<file path="config.mk">
export PLATFORM = sky130hd
export DESIGN_NAME = addr_sequencer
export DESIGN_NICKNAME = d
export VERILOG_FILES = /design/src/rtl/addr_pkg.sv /design/src/rtl/addr_src_mux.sv /design/src/rtl/addr_sequencer.sv
export SDC_FILE = /design/constraint.sdc
export NUM_CORES = 1
export LEC_CHECK = 0
export BUFFER_PORTS_ARGS = -buffer_cell sky130_fd_sc_hd__buf_4
export CORE_MARGIN = 2
export CORE_UTILIZATION = 45
export DETAILED_ROUTE_END_ITERATION = 10
export PLACE_DENSITY_LB_ADDON = 0.15
export SYNTH_ARGS = -nofsm -noshare
export SYNTH_HDL_FRONTEND = slang
export SYNTH_SLANG_ARGS = --single-unit
</file>
<file path="constraint.sdc">
create_clock -name clk -period 2 [get_ports clk]
set_input_delay 0.3 -clock clk [delete_from_list [all_inputs] [get_ports clk]]
set_output_delay 0.3 -clock clk [all_outputs]
set_load 0.1 [all_outputs]
</file>
<file path="src/rtl/addr_pkg.sv">
// Shared definitions for the address sequencer: FSM state codes, source-select
// encodings and the default exception-vector base.
package addr_pkg;

    // FSM state codes
    localparam logic [1:0] ST_IDLE = 2'd0;
    localparam logic [1:0] ST_REQ  = 2'd1;
    localparam logic [1:0] ST_WAIT = 2'd2;
    localparam logic [1:0] ST_DONE = 2'd3;

    // Address source select encodings; vector k is selected by SEL_VEC0 + k
    localparam logic [2:0] SEL_ALU    = 3'd0;
    localparam logic [2:0] SEL_ALUOUT = 3'd1;
    localparam logic [2:0] SEL_VEC0   = 3'd2;

    localparam int unsigned VEC_BASE_DEFAULT = 253;

    // Width of the latched vector index (sel is 3 bits, so k never exceeds 5)
    localparam int unsigned IDX_W = 3;

endpackage

</file>
<file path="src/rtl/addr_src_mux.sv">
// Combinational address-source selection for addr_sequencer. Picks the ALU
// result, the ALUOut register or an exception-vector address; any other select
// value yields address zero as a plain (non-vector) access.
module addr_src_mux
    import addr_pkg::*;
#(
    parameter int unsigned ADDR_W   = 32,
    parameter int unsigned VEC_BASE = VEC_BASE_DEFAULT,
    parameter int unsigned NUM_VEC  = 3
) (
    input  logic [2:0]        sel_i,
    input  logic [ADDR_W-1:0] alu_result_i,
    input  logic [ADDR_W-1:0] aluout_data_i,
    output logic [ADDR_W-1:0] addr_o,
    output logic              is_vec_o,
    output logic [IDX_W-1:0]  vec_idx_o
);

    logic [IDX_W-1:0] idx;

    // Decode sel into an address plus vector flag/index; vector addresses wrap at ADDR_W
    always_comb begin
        addr_o    = '0;
        is_vec_o  = 1'b0;
        vec_idx_o = '0;
        idx       = sel_i - SEL_VEC0;
        case (sel_i)
            SEL_ALU:    addr_o = alu_result_i;
            SEL_ALUOUT: addr_o = aluout_data_i;
            default: begin
                if (32'(idx) < NUM_VEC) begin
                    addr_o    = ADDR_W'(VEC_BASE) + ADDR_W'(idx);
                    is_vec_o  = 1'b1;
                    vec_idx_o = idx;
                end
            end
        endcase
    end

endmodule

</file>
<file path="src/rtl/addr_sequencer.sv">
// Memory-address sequencer: latches a selected address on start, issues a held
// memory request, waits for mem_ack with a bounded timeout and pulses done.
// Vector fetches capture the returned byte into vec_target.
// Optional feature: define ADDR_SEQ_ALIGN_CHECK_EN to add word_acc/misalign_err;
// a misaligned word access then skips the memory request entirely.
module addr_sequencer
    import addr_pkg::*;
#(
    parameter int unsigned ADDR_W   = 32,
    parameter int unsigned VEC_BASE = VEC_BASE_DEFAULT,
    parameter int unsigned NUM_VEC  = 3,
    parameter int unsigned TIMEOUT  = 15
) (
    input  logic              clk,
    input  logic              reset_n,
    input  logic              start,
    input  logic [2:0]        sel,
    input  logic [ADDR_W-1:0] alu_result,
    input  logic [ADDR_W-1:0] aluout_data,
    output logic [ADDR_W-1:0] mem_addr,
    output logic              mem_req,
    input  logic              mem_ack,
    input  logic [7:0]        mem_rdata,
    output logic [ADDR_W-1:0] vec_target,
    output logic              busy,
    output logic              done,
`ifdef ADDR_SEQ_ALIGN_CHECK_EN
    input  logic              word_acc,
    output logic              misalign_err,
`endif
    output logic              timeout_err
);

    localparam int unsigned CNT_W = (TIMEOUT < 2) ? 1 : $clog2(TIMEOUT + 1);

    logic [1:0]        state_q, state_d;
    logic [CNT_W-1:0]  cnt_q, cnt_d;
    logic [ADDR_W-1:0] mem_addr_q, mem_addr_d;
    logic              vec_q, vec_d;
    logic [IDX_W-1:0]  vec_idx_q, vec_idx_d;
    logic [ADDR_W-1:0] vec_target_q, vec_target_d;
    logic              mem_req_q, mem_req_d;
    logic              busy_q, busy_d;
    logic              done_q, done_d;
    logic              tout_q, tout_d;
`ifdef ADDR_SEQ_ALIGN_CHECK_EN
    logic              misalign_q, misalign_d;
`endif

    logic [ADDR_W-1:0] src_addr;
    logic              src_vec;
    logic [IDX_W-1:0]  src_idx;

    addr_src_mux #(
        .ADDR_W   (ADDR_W),
        .VEC_BASE (VEC_BASE),
        .NUM_VEC  (NUM_VEC)
    ) u_src_mux (
        .sel_i         (sel),
        .alu_result_i  (alu_result),
        .aluout_data_i (aluout_data),
        .addr_o        (src_addr),
        .is_vec_o      (src_vec),
        .vec_idx_o     (src_idx)
    );

    // Next-state logic; outputs are registered from the next state so they align with it
    always_comb begin
        state_d      = state_q;
        cnt_d        = cnt_q;
        mem_addr_d   = mem_addr_q;
        vec_d        = vec_q;
        vec_idx_d    = vec_idx_q;
        vec_target_d = vec_target_q;
        tout_d       = tout_q;
`ifdef ADDR_SEQ_ALIGN_CHECK_EN
        misalign_d   = misalign_q;
`endif
        case (state_q)
            ST_IDLE: begin
                if (start) begin
                    mem_addr_d = src_addr;
                    vec_d      = src_vec;
                    vec_idx_d  = src_idx;
                    state_d    = ST_REQ;
`ifdef ADDR_SEQ_ALIGN_CHECK_EN
                    if (word_acc && (src_addr[1:0] != 2'b00)) begin
                        misalign_d = 1'b1;
                        state_d    = ST_DONE;
                    end
`endif
                end
            end
            ST_REQ: begin
                cnt_d   = '0;
                state_d = ST_WAIT;
            end
            ST_WAIT: begin
                cnt_d = cnt_q + CNT_W'(1);
                // An ack on the expiring cycle still wins over the timeout
                if (mem_ack) begin
                    state_d = ST_DONE;
                    if (vec_q && (32'(vec_idx_q) < NUM_VEC)) begin
                        vec_target_d = ADDR_W'(mem_rdata);
                    end
                end else if (cnt_q == CNT_W'(TIMEOUT - 1)) begin
                    tout_d  = 1'b1;
                    state_d = ST_DONE;
                end
            end
            ST_DONE: state_d = ST_IDLE;
            default: state_d = ST_IDLE;
        endcase

        mem_req_d = (state_d == ST_REQ) || (state_d == ST_WAIT);
        busy_d    = (state_d != ST_IDLE);
        done_d    = (state_d == ST_DONE);
    end

    // State and output registers with asynchronous active-low reset
    always_ff @(posedge clk or negedge reset_n) begin
        if (!reset_n) begin
            state_q      <= ST_IDLE;
            cnt_q        <= '0;
            mem_addr_q   <= '0;
            vec_q        <= 1'b0;
            vec_idx_q    <= '0;
            vec_target_q <= '0;
            mem_req_q    <= 1'b0;
            busy_q       <= 1'b0;
            done_q       <= 1'b0;
            tout_q       <= 1'b0;
`ifdef ADDR_SEQ_ALIGN_CHECK_EN
            misalign_q   <= 1'b0;
`endif
        end else begin
            state_q      <= state_d;
            cnt_q        <= cnt_d;
            mem_addr_q   <= mem_addr_d;
            vec_q        <= vec_d;
            vec_idx_q    <= vec_idx_d;
            vec_target_q <= vec_target_d;
            mem_req_q    <= mem_req_d;
            busy_q       <= busy_d;
            done_q       <= done_d;
            tout_q       <= tout_d;
`ifdef ADDR_SEQ_ALIGN_CHECK_EN
            misalign_q   <= misalign_d;
`endif
        end
    end

    assign mem_addr    = mem_addr_q;
    assign mem_req     = mem_req_q;
    assign vec_target  = vec_target_q;
    assign busy        = busy_q;
    assign done        = done_q;
    assign timeout_err = tout_q;
`ifdef ADDR_SEQ_ALIGN_CHECK_EN
    assign misalign_err = misalign_q;
`endif

endmodule

</file>
==> summary.txt <==
Outcome
  • Status: finished, final reports clean

STA
  • Number of endpoints failing setup at the final stage: 0
  • Fmax: about 570 MHz
  • Worst slew margin relative to its limit: 0.2980
  • Post-route clock period utilization: 0.8801
  • Final-layout setup total negative slack: 0 ns
  • Shortest clock period the worst path allows after layout: about 1.8 ns
  • Final hold violation count: 0
  • Setup repair after global routing missed its margin: no
  • Worst clock skew: around 0.0040 ns
  • Final Slew Violations: 0
  • Actual slew at the worst max-slew pin: approximately 1.0 ns

Placement
  • Count of port buffers added during placement: roughly 120
  • Cell count after placement: around 450
  • Dpl hpwl: 4.702 mm
  • Routability cong.: a little under 0.8
  • Area post-placement: 3585 um2

Yosys
  • Register bit count reported by yosys: 54
  • Sequential fraction of the synthesis area: 0.5042
  • Syn. warnings: 0
  • Number of distinct library cells after synthesis: 33
  • Share of flip-flops with an asynchronous set or reset: 1.000
  • Number of instances in the synthesized netlist: ~260
  • Dominant register cell in the synthesized netlist: sky130_fd_sc_hd__dfrtp_1
  • Summed instance area of the synthesized netlist: about 2700 um2
  • Synthesized area per cell: a little over 10 um2
  • EDFF count, synth: 0

Clock network
  • Resized cells post-CTS: 0
  • Maximum level of the CTS H-tree: 2
  • Inserted Clock Buffers: 5
  • Number of buffers inserted for hold repair after clock tree synthesis: 0
  • Max Root-Sink Buffers: 2
  • TritonCTS clock tree: done
  • Cell chosen for the clock root: sky130_fd_sc_hd__clkbuf_8
  • Later-pin clock latency in the skew report: roughly 0.29 ns
  • Clock slew seen by the registers of the worst setup and hold paths: 0.09 ns
  • Number of post-CTS setup repair buffers: 0
  • CTS sink count: 54

Run
  • Number of maximum-capacitance constraint violations: 0

Detailed routing
  • Wire length reported by the detailed router: between 6 and 7 mm
  • Via total after detailed routing: approximately 2.3k
  • Starting DRT DRC Count: 60
  • Iteration count of the initial detailed-routing pass: 4
  • Via density per instance: roughly 5
  • Post-route antenna net violation count: 0
  • DR WL/cell: roughly 14 um
  • Final routed DRC violation total: 0

Cells and area
  • # nets final: 468
  • Share of cells above drive strength 1: 0.3651
  • Diodes inserted: 0
  • Final design area excluding fillers: between 3000 and 4000 um2
  • Post-synthesis to final-layout area growth: 36.69%
  • Final Non-Filler Cells: between 400 and 500

Floorplan
  • Initial standard-cell utilization of the core: 0.4581
  • Die Y: roughly 81 um
  • Chip width: approximately 80 um
  • Core footprint: between 5000 and 6000 um2
  • Number of placed I/O pins: about 150
  • DIE AREA: 6589 um2
  • Row Count: 28

Global route
  • Total Routing Usage GR: 0.1873
  • Number of antenna violations at the first check in global routing: 0
  • Number of global-route vias before repair: roughly 2.2k
  • Wire length of the first global-routing pass: 9.570 mm
  • Maximum number of pins on one net before global-route repair: 55
  • GR Overflow Total: 0

Worst setup path
  • Worst reg2reg startpoint: state_q[0]$_DFF_PN0_
  • Critical Path Start Type: flop
  • Worst EP arrival: between 1.5 and 2 ns
  • Endpoint of the most critical register-to-register path: vec_target[5]$_DFFE_PN0P_
  • Worst reg-to-reg path cell count: 5
  • CP Data Required Time: 2.18 ns
  • R2R Setup Slk: 0.24 ns
  • Highest fanout seen on the critical path: 8
  • CP Class: reg2reg
  • Kind of end point of the critical path: flop

Worst hold path
  • Tightest Hold Check Type: in2async
[sequential cells by signal, indices dropped and copies added, names as in the netlist]
name and flops:
mem_addr 32, vec_target 8, cnt_q 4, vec_idx_q 3, state_q 2, busy 1, done 1, mem_req 1
timeout_err 1, vec_q 1
[critical path: stages, from the launching register on]
cell,delay [ns]
sky130_fd_sc_hd__dfrtp_1,0.40
sky130_fd_sc_hd__inv_1,0.10
sky130_fd_sc_hd__ha_1,0.27
sky130_fd_sc_hd__inv_2,0.07
sky130_fd_sc_hd__a2111o_1,0.44
sky130_fd_sc_hd__mux2_1,0.37
[area by class of cell]
cell class | count | area [um2]
flip-flops and latches | 54 | 1351
clock buffers | 5 | 68.82
repair buffers | 128 | 973.4
fillers | 532 | 2187
inverters | 12 | 45.04
well taps | 75 | 93.84
clock inverters | 2 | 10.01
multi-input cells | 177 | 1121
[worst max-delay path by stage]
stage	start	to	slack (ns)	cells after the start
floorplan	state_q[0]$_DFF_PN0_	vec_target[0]$_DFFE_PN0P_	0.40	6
global placement	sel[1]	mem_addr[1]$_DFFE_PN0P_	0.04	6
detailed placement	sel[1]	mem_addr[2]$_DFFE_PN0P_	-0.03	6
CTS	state_q[0]$_DFF_PN0_	vec_target[5]$_DFFE_PN0P_	0.23	5
global route	sel[1]	mem_addr[23]$_DFFE_PN0P_	0.12	6
finish	state_q[0]$_DFF_PN0_	vec_target[5]$_DFFE_PN0P_	0.24	5
[layout by cell type (no fill, tap or decap), drive strengths merged]
cell type and n:
o22a 3, a2111o 1, nor2 50, o2bb2ai 1
nand2 7, nor3b 2, o21ai 6, ha 11
a221oi 26, nor2b 3, a21o 2, nand3 2
a21oi 5, or3 4, o221ai 3, a22oi 6
mux2 8, o22ai 1, conb 24, inv 12
mux2i 1, o21a 3, o31ai 3, o32a 1
o21ba 1, dfrtp 54, and2 2, clkbuf 5
clkinv 2, or2 1, buf 128
[synth_stat cells, drive strengths merged (2+ instances only)]
master  instances  area (um2)
a21o            2       15.01
a21oi           5       25.02
a221oi         26       227.7
a22oi           6       45.04
and2            2       12.51
buf            32       220.2
clkbuf          9       33.78
dfrtp          54        1351
ha             11       137.6
inv            12       45.04
mux2            8       90.09
nand2           7       26.28
nand3           2       10.01
nor2           50       187.7
nor2b           3       18.77
nor3b           2       15.01
o21a            3       22.52
o21ai           6       30.03
o221ai          3       26.28
o22a            3       26.28
o31ai           3       22.52
or3             4       25.02
[kinds of logic (layout without fill, tap and decap cells)]
kind of cell / after synthesis / count (layout) / synth area share
buf+inv: 53 / 147 / 0.1116
other cells: 1 / 24 / 0.001399
compound gates: 62 / 62 / 0.1816
simple gates: 71 / 71 / 0.1125
mux: 9 / 9 / 0.03735
fa+ha+maj: 11 / 11 / 0.05135
flops: 54 / 54 / 0.5042
[routing by layer]
layer | vias to the layer above | global-route usage | routed length [um]
li1 | 1104 | - | -
met1 | 1068 | 0.2181 | 2403
met2 | 92 | 0.3322 | 3126
met3 | 6 | 0.05333 | 552
met4 | 0 | 0.05932 | 80
met5 | - | 0 | 0
[metrics by stage]
stage | setup slack (ns) | hold slack (ns) | util
finish | 0.2399 | 0.03694 | 0.6262
global route | 0.1176 | 0.08454 | 0.6262
CTS | 0.2272 | 0.06315 | 0.6262
detailed placement | -0.03399 | 0.3891 | 0.6127
global placement | 0.03577 | 0.3868 | 0.6127
floorplan | 0.4017 | 0.004409 | -
Power is left out: the tool's default activity adds up to more than one toggle a clock period on the data nets, which glitch-free logic cannot reach.
